## config.mk

```make
export PLATFORM = sky130hd
export DESIGN_NAME = axis_ema_arbiter
export DESIGN_NICKNAME = d
export VERILOG_FILES = /design/src/rtl/axis_ema_arbiter.sv
export SDC_FILE = /design/constraint.sdc
export NUM_CORES = 1
export LEC_CHECK = 0
export CAP_MARGIN = 20
export CORE_MARGIN = 2
export CORE_UTILIZATION = 29
export CTS_CLUSTER_SIZE = 25
export DETAILED_ROUTE_END_ITERATION = 12
export MAX_ROUTING_LAYER = met4
export PLACE_DENSITY = 0.82
export SLEW_MARGIN = 20
export SYNTH_ARGS = -nofsm -noshare
export SYNTH_HDL_FRONTEND = slang
export SYNTH_SLANG_ARGS = --single-unit
```

## constraint.sdc

```tcl
create_clock -name ACLK -period 2.4 [get_ports ACLK]
set_input_delay 0.48 -clock ACLK [delete_from_list [all_inputs] [get_ports ACLK]]
set_output_delay 0.48 -clock ACLK [all_outputs]
set_load 0.03 [all_outputs]
```

## src/rtl/axis_ema_arbiter.sv

```systemverilog
// Packet-level round-robin arbiter feeding one EMA AXI-Stream datapath from NUM_SRC sources.
// Optional per-source completed-packet counters are enabled with `define AXIS_EMA_ARB_PKTCNT_EN.
module axis_ema_arbiter #(
    parameter int NUM_SRC = 4,
    parameter int DEST_W  = 2
) (
    input  logic                    ACLK,
    input  logic                    ARESETN,
    input  logic [32*NUM_SRC-1:0]   S_AXIS_TDATA,
    input  logic [4*NUM_SRC-1:0]    S_AXIS_TKEEP,
    input  logic [NUM_SRC-1:0]      S_AXIS_TLAST,
    input  logic [NUM_SRC-1:0]      S_AXIS_TVALID,
    output logic [NUM_SRC-1:0]      S_AXIS_TREADY,
    output logic [31:0]             M_AXIS_TDATA,
    output logic [3:0]              M_AXIS_TKEEP,
    output logic                    M_AXIS_TLAST,
    output logic                    M_AXIS_TVALID,
    input  logic                    M_AXIS_TREADY,
    output logic [DEST_W-1:0]       M_AXIS_TDEST
`ifdef AXIS_EMA_ARB_PKTCNT_EN
    ,
    output logic [16*NUM_SRC-1:0]   PKT_CNT,
    input  logic                    PKT_CNT_CLR
`endif
);

    // state | meaning
    // IDLE  | no grant held; scan TVALID from rr_ptr and latch the first requester
    // BUSY  | granted source passed straight through until its TLAST handshake

    typedef enum logic {IDLE, BUSY} state_t;

    state_t            state_q, state_d;
    logic [DEST_W-1:0] grant_q, grant_d;
    logic [DEST_W-1:0] rr_ptr_q, rr_ptr_d;
    logic              found;
    int                scan_idx;
    logic              last_hs;

    always_ff @(posedge ACLK) begin
        if (!ARESETN) begin
            state_q  <= IDLE;
            grant_q  <= '0;
            rr_ptr_q <= '0;
        end else begin
            state_q  <= state_d;
            grant_q  <= grant_d;
            rr_ptr_q <= rr_ptr_d;
        end
    end

    // Datapath: pure mux while BUSY, everything quiet while IDLE.
    always_comb begin
        M_AXIS_TDATA  = '0;
        M_AXIS_TKEEP  = '0;
        M_AXIS_TLAST  = 1'b0;
        M_AXIS_TVALID = 1'b0;
        S_AXIS_TREADY = '0;
        if (state_q == BUSY) begin
            for (int i = 0; i < NUM_SRC; i++) begin
                if (grant_q == DEST_W'(i)) begin
                    M_AXIS_TDATA     = S_AXIS_TDATA[32*i +: 32];
                    M_AXIS_TKEEP     = S_AXIS_TKEEP[4*i +: 4];
                    M_AXIS_TLAST     = S_AXIS_TLAST[i];
                    M_AXIS_TVALID    = S_AXIS_TVALID[i];
                    S_AXIS_TREADY[i] = M_AXIS_TREADY;
                end
            end
        end
    end

    assign M_AXIS_TDEST = grant_q;
    assign last_hs      = (state_q == BUSY) && M_AXIS_TVALID && M_AXIS_TREADY && M_AXIS_TLAST;

    always_comb begin
        state_d  = state_q;
        grant_d  = grant_q;
        rr_ptr_d = rr_ptr_q;
        found    = 1'b0;
        scan_idx = 0;
        case (state_q)
            IDLE: begin
                // Wrap is done on integers so a NUM_SRC below 2**DEST_W never aliases.
                for (int k = 0; k < NUM_SRC; k++) begin
                    scan_idx = int'(rr_ptr_q) + k;
                    if (scan_idx >= NUM_SRC) begin
                        scan_idx = scan_idx - NUM_SRC;
                    end
                    for (int i = 0; i < NUM_SRC; i++) begin
                        if (!found && (scan_idx == i) && S_AXIS_TVALID[i]) begin
                            found   = 1'b1;
                            grant_d = DEST_W'(i);
                        end
                    end
                end
                if (found) begin
                    state_d = BUSY;
                end
            end
            BUSY: begin
                if (last_hs) begin
                    state_d  = IDLE;
                    rr_ptr_d = (grant_q == DEST_W'(NUM_SRC-1)) ? '0 : grant_q + DEST_W'(1);
                end
            end
            default: state_d = IDLE;
        endcase
    end

`ifdef AXIS_EMA_ARB_PKTCNT_EN
    logic [15:0] pkt_cnt_q [NUM_SRC];
    logic [15:0] pkt_cnt_d [NUM_SRC];

    always_comb begin
        for (int i = 0; i < NUM_SRC; i++) begin
            pkt_cnt_d[i] = pkt_cnt_q[i];
            if (PKT_CNT_CLR) begin
                pkt_cnt_d[i] = '0;
            end else if (last_hs && (grant_q == DEST_W'(i))) begin
                pkt_cnt_d[i] = pkt_cnt_q[i] + 16'd1;
            end
        end
    end

    always_ff @(posedge ACLK) begin
        for (int i = 0; i < NUM_SRC; i++) begin
            if (!ARESETN) begin
                pkt_cnt_q[i] <= '0;
            end else begin
                pkt_cnt_q[i] <= pkt_cnt_d[i];
            end
        end
    end

    always_comb begin
        PKT_CNT = '0;
        for (int i = 0; i < NUM_SRC; i++) begin
            PKT_CNT[16*i +: 16] = pkt_cnt_q[i];
        end
    end
`endif

endmodule
```

# Word-level counts from Yosys, hierarchy flattened
# Index checks and enable logic that the tools add are counted.
# classes
eq_ne,15
n_reduce_logical,57
muxes,85
n_bitwise,1
magnitude_cmp,4
n_addsub,8
# op_table
operator,count
32-bit two-way mux,13
32-bit by 3-bit equality test with 1-bit output (second input constant),8
32-bit by 2-bit equality test with 1-bit output (second input constant),4
32-bit logical NOT,4
1-bit two-way mux,48
1-bit logical AND,34
2-bit two-way mux,17
4-bit two-way mux,6
16-bit nonzero test,1
1-bit logical NOT,15
3-bit by 3-bit subtractor with 4-bit output (second input constant),3
3-bit greater-or-equal comparator (second input constant),3
2-bit by 2-bit adder with 3-bit output (second input constant),2
2-bit equality test (second input constant),2
2-bit AND reduction,2
2-bit by 3-bit subtractor with 4-bit output (second input constant),1
2-bit by 1-bit adder with 3-bit output (second input constant),1
2-bit by 3-bit greater-or-equal comparator with 1-bit output (second input constant),1
2-bit by 1-bit adder with 2-bit output (second input constant),1
2-bit by 1-bit equality test with 1-bit output (second input constant),1
2-bit logical NOT,1
1-bit case mux with 2 select lines,1
1-bit NOT,1
# totals
inputBits,155
regBits,5
word_cells,173

# Longest topological paths before layout
# logic_depth
word_depth,84
ltp_mapped,8

# Least setup slack after synthesis
# OpenSTA, ideal clock, no wires.
# synth_path
path_kind,reg-to-output
start,register grant_q[1] (netlist: M_AXIS_TDEST[1])
end,output port M_AXIS_TDATA[21]
setup_slack_ns,-0.527
stages_incl_launch_ff,9
required_time_ns,1.920
arrival_time_ns,2.447
path_cell_list,dfxtp_1 inv_1 ha_1 buf_4 clkbuf_1 and2b_1 a221oi_1 a211o_1 a21boi_0
# synth_between
elab_chain_cells,6
# synth_lines
item,line_no,source
from (decl),34,"logic [DEST_W-1:0] grant_q, grant_d;"
from (signal assigned),47,grant_q <= grant_d;
2-bit logical NOT,61,if (grant_q == DEST_W'(i)) begin
32-bit two-way mux (3 in a row),61,
32-bit two-way mux (*),61,
32-bit two-way mux (*),59,if (state_q == BUSY) begin
to (decl),14,"output logic [31:0] M_AXIS_TDATA,"
# Mark *: on every way between the ends. The rest lies on a longest branch, timed or not.

# Worst setup path in the final report
# layout_path
start,register grant_q[1] (netlist: M_AXIS_TDEST[1])
end,output port M_AXIS_TDATA[19]
# Same word-level chain as after synthesis.

==> results_dict.tcl <==
set metrics [dict create \
    clock_tree.root_cell "sky130_fd_sc_hd__clkbuf_8" \
    tritoncts_clock_tree "built" \
    track_usage 0.225 \
    place_hpwl_um 6740 \
    startpoint_type "register" \
    synth_cells 287 \
    grt_first_pass_wirelength_um 13100 \
    route.met2.wl_um 4920 \
    layout-drive-gt1-share 0.268 \
    r2r_slack_ns 0.35 \
    slowest_delay_ns 0.38 \
    critical-path-top-cell-by-count "sky130_fd_sc_hd__buf_6" \
    synth_seq_cells 5 \
    cp_num_cells 8 \
    maxUsedRoutingLayer "met4" \
    post-route-min-period_ns 2.40 \
    total_instance_count_after_detailed_placement 544 \
    comb_power_share 0.868 \
    final.period_utilization 1.00 \
    port_buffers 198 \
    vias 2947 \
    proportion_of_synthesized_chip_area_in_sequential_cells 0.0532 \
    syn-mean-instance-area_um2 6.56 \
    drt_pass1_iterations 4 \
    cts_made_buffers 3 \
    routed_wire_length_per_instance_um 16.6 \
    internal_power_uw 1160 \
    met1_length_um 3480 \
    timing.critical_path.slowest_stage_cell "sky130_fd_sc_hd__dfxtp_4" \
    cts_htree_levels 1 \
    leakage_power_figure_uw 0.00184 \
    n_antenna_cell 0 \
    critPathTopFamily "compound AO/OA/AOI/OAI gates" \
    run_status "finished, violations left" \
    first_global_vias 2856 \
    gp_congestion 0.916 \
    mappedNetlistNets 446 \
    synthesis.area_um2 1880 \
    overflow 0 \
    cp_data_arrival_time_ns 1.92 \
    drv.max_cap_violation_count 0 \
    stdcell_count 554 \
    final_nets 637 \
    crit_path_end_kind "output port" \
    floorplan.die.height_um 84.6 \
    cp-startpoint "M_AXIS_TDEST[1]" \
    regToRegStartpoint "M_AXIS_TDEST[1]" \
    crit_fanout 5 \
    fin_worst_skew_ns 0.00403 \
    timing.final.max_slew_violations 0 \
    cts.reportedPaths.clkPinSlew_ns 0.04 \
    maximum_number_of_pins_on_one_net_before_global_route_repair 32 \
    vdd_ir_drop_max_mv 0.302 \
    antenna_found_initial 0 \
    cts.path.max_buffers 2 \
    setup_viol_count_final 1 \
    worstSkewPairLatency_ns 0.23 \
    drtIter0Drc 68 \
    initial_core_util 0.298 \
    areaGrowthSynthToFinish_pct 134 \
    rsz0062_at_grt "yes" \
    final.setup.worst_slack_ns -0.00153 \
    switching_share 0.449 \
    drt-vias-per-instance 5.32 \
    r2r.worst_path.cells 7 \
    row_count 29 \
    worstPathCellList "inv_4 -> ha_4 -> nor2b_4 -> buf_6 -> a221oi_1 -> a211o_1 -> a21boi_2 -> buf_6" \
    worst_hold_slack_ns 0.511 \
    power.share.clock 0.078 \
    clock-sinks 5 \
    critical_path.n_buffers_inverters 3 \
    chipWidth_um 84.6 \
    max_freq_mhz 416 \
    powerDensity_nw_per_um2 480 \
    violations "negative setup slack" \
    nFillCells 515 \
    slew_headroom 0.718 \
    ys_types 33 \
    setup.worst_path.end "M_AXIS_TDATA[19]" \
    area_enclosed_by_the_die_boundary_um2 7150 \
    total_wirelength_um 9170 \
    net_switching_power_figure_uw 949 \
    hold_violations 0 \
    ant_nets 0 \
    worstHoldPathType "reg -> reg" \
    met3_wirelength_um 663 \
    worst-endpoint-required_ns 1.92 \
    rr_endpoint "rr_ptr_q[0]" \
    fin_util 0.697 \
    cts.hold.buffers_added 0 \
    core_region_area_um2 6310 \
    worst_slew_pin_slew_ns 0.423 \
    drcViolationCount 0 \
    io_pins 199 \
    worst-setup-path-type "reg -> out" \
    yosys_warnings 0 \
    sequentialPowerShare 0.054 \
]
## sequential cells by signal, indices dropped and copies added, names as in the netlist
signal and cells:
state_q 1, rr_ptr_q 2, M_AXIS_TDEST 2
## layout make-up
class	count	area, um2	area share
inverters	40	155	0.0352
clock buffers	4	45.0	0.0102
multi-input cells	209	1790	0.407
flip-flops and latches	5	108	0.0244
repair buffers	219	2210	0.501
well taps	77	96.3	0.0219
## power by group through the flow
| stage | clock network [uW] | logic (uW) | registers, uW |
|---|---|---|---|
| final | 164 | 1830 | 115 |
| after global routing | 173 | 1940 | 117 |
| after CTS | 166 | 1640 | 112 |
| after detailed placement | 0 | 1630 | 113 |
| after global placement | 0 | 1610 | 113 |
| after floorplan | 0 | 993 | 110 |
## worst min path at each step
stage,startpoint,to,slack [ns],cells past startpoint
final,rr_ptr_q[0],rr_ptr_q[0],0.51,2
after CTS,rr_ptr_q[0],rr_ptr_q[0],0.51,2
after global placement,rr_ptr_q[0],rr_ptr_q[0],0.50,2
after floorplan,rr_ptr_q[0],rr_ptr_q[0],0.47,2
after global routing,rr_ptr_q[0],rr_ptr_q[0],0.55,2
after detailed placement,rr_ptr_q[0],rr_ptr_q[0],0.51,2
## cells in the mapped netlist
cell                        instances  share of area
sky130_fd_sc_hd__clkbuf_1          20          0.040
sky130_fd_sc_hd__a21oi_1            3         0.0080
sky130_fd_sc_hd__and2b_1            2         0.0080
sky130_fd_sc_hd__nand2_1           47          0.094
sky130_fd_sc_hd__o2bb2ai_1          2         0.0093
sky130_fd_sc_hd__dfxtp_1            5          0.053
sky130_fd_sc_hd__a221oi_1          36           0.17
sky130_fd_sc_hd__nand3_1            1         0.0027
sky130_fd_sc_hd__a2111oi_4          1          0.015
sky130_fd_sc_hd__nor4_1             1         0.0033
sky130_fd_sc_hd__a2bb2oi_1          1         0.0047
sky130_fd_sc_hd__buf_2              8          0.021
sky130_fd_sc_hd__nor2_1             2         0.0040
sky130_fd_sc_hd__buf_1              1         0.0020
sky130_fd_sc_hd__o2111ai_1          1         0.0047
sky130_fd_sc_hd__nand3b_1           1         0.0040
sky130_fd_sc_hd__a21boi_0          31           0.12
sky130_fd_sc_hd__and3_1             4          0.013
sky130_fd_sc_hd__mux2i_1            3          0.016
sky130_fd_sc_hd__o21ai_0            3         0.0080
sky130_fd_sc_hd__o21a_1             1         0.0040
sky130_fd_sc_hd__a221o_1            1         0.0053
sky130_fd_sc_hd__o31ai_1            1         0.0040
sky130_fd_sc_hd__nor2b_1           15          0.050
sky130_fd_sc_hd__ha_1               4          0.027
sky130_fd_sc_hd__nor3b_1            1         0.0040
sky130_fd_sc_hd__inv_1             40          0.080
sky130_fd_sc_hd__nand2b_1           2         0.0066
sky130_fd_sc_hd__a31oi_1            2         0.0066
sky130_fd_sc_hd__a22oi_1            1         0.0040
sky130_fd_sc_hd__a21boi_1           5          0.020
sky130_fd_sc_hd__buf_4              4          0.016
sky130_fd_sc_hd__a211o_1           37           0.17
## cells by family (layout without fill, tap and decap cells)
kind of cell	Yosys count	in the layout	synth area share
AOI/OAI and AO/OA	126	126	0.556
adders and majority gates	4	4	0.0266
buffers and inverters	73	263	0.159
DFF	5	5	0.0532
muxes	3	3	0.0159
and+or+nand+nor	76	76	0.189
## worst min-delay path, delay by kind of cell (launching register included)
family           cells  cell delay [ns]
AND/OR/NAND/NOR      1             0.07
multiplexers         1             0.06
flip-flops           1             0.33
## through the flow
| step | setup slack, ns | setup TNS (ns) | area, um2 | total power, uW |
|---|---|---|---|---|
| after floorplan | -0.0141 | -0.0141 | 2030 | 1100 |
| after global placement | 0.173 | 0 | 4030 | 1720 |
| after detailed placement | 0.134 | 0 | 4030 | 1740 |
| after CTS | -0.0349 | -0.139 | 4080 | 1910 |
| after global routing | -0.0692 | -0.711 | 4400 | 2230 |
| final | -0.00153 | -0.00153 | 4400 | 2110 |
## per-layer routing
metal,up-vias,track usage
met3,10,0.0315
met1,1341,0.255
met4,0,0.0447
met5,-,-
li1,1447,-
met2,149,0.420
## cells in the final DEF, fill, tap and decap left out, types with 2 or more instances in the layout
cell | synthesis | final
sky130_fd_sc_hd__a21oi_1 | 3 | 3
sky130_fd_sc_hd__o21ai_0 | 3 | 3
sky130_fd_sc_hd__a221oi_1 | 36 | 21
sky130_fd_sc_hd__clkbuf_8 | 0 | 3
sky130_fd_sc_hd__and3_1 | 4 | 4
sky130_fd_sc_hd__buf_12 | 0 | 4
sky130_fd_sc_hd__dfxtp_4 | 0 | 2
sky130_fd_sc_hd__nor2_1 | 2 | 2
sky130_fd_sc_hd__inv_1 | 40 | 38
sky130_fd_sc_hd__buf_4 | 4 | 34
sky130_fd_sc_hd__o2bb2ai_1 | 2 | 2
sky130_fd_sc_hd__clkdlybuf4s50_1 | 0 | 156
sky130_fd_sc_hd__buf_6 | 0 | 23
sky130_fd_sc_hd__a221oi_2 | 0 | 14
sky130_fd_sc_hd__a211o_1 | 37 | 37
sky130_fd_sc_hd__a21boi_2 | 0 | 35
sky130_fd_sc_hd__nor2b_1 | 15 | 13
sky130_fd_sc_hd__mux2i_1 | 3 | 3
sky130_fd_sc_hd__and2b_1 | 2 | 2
sky130_fd_sc_hd__clkbuf_16 | 0 | 2
sky130_fd_sc_hd__ha_4 | 0 | 4
sky130_fd_sc_hd__nand2b_1 | 2 | 2
sky130_fd_sc_hd__inv_4 | 0 | 2
sky130_fd_sc_hd__nand2_1 | 47 | 47
sky130_fd_sc_hd__dfxtp_1 | 5 | 3
sky130_fd_sc_hd__a31oi_1 | 2 | 2
## timing repair
action,4_1_cts,5_1_grt
cloned,0,3
buffers inserted,0,3
gates resized for setup,2,49
pin swaps,0,52
endpoints found under the setup margin,22,36
Note: power is estimated with default switching activity, not from simulation.
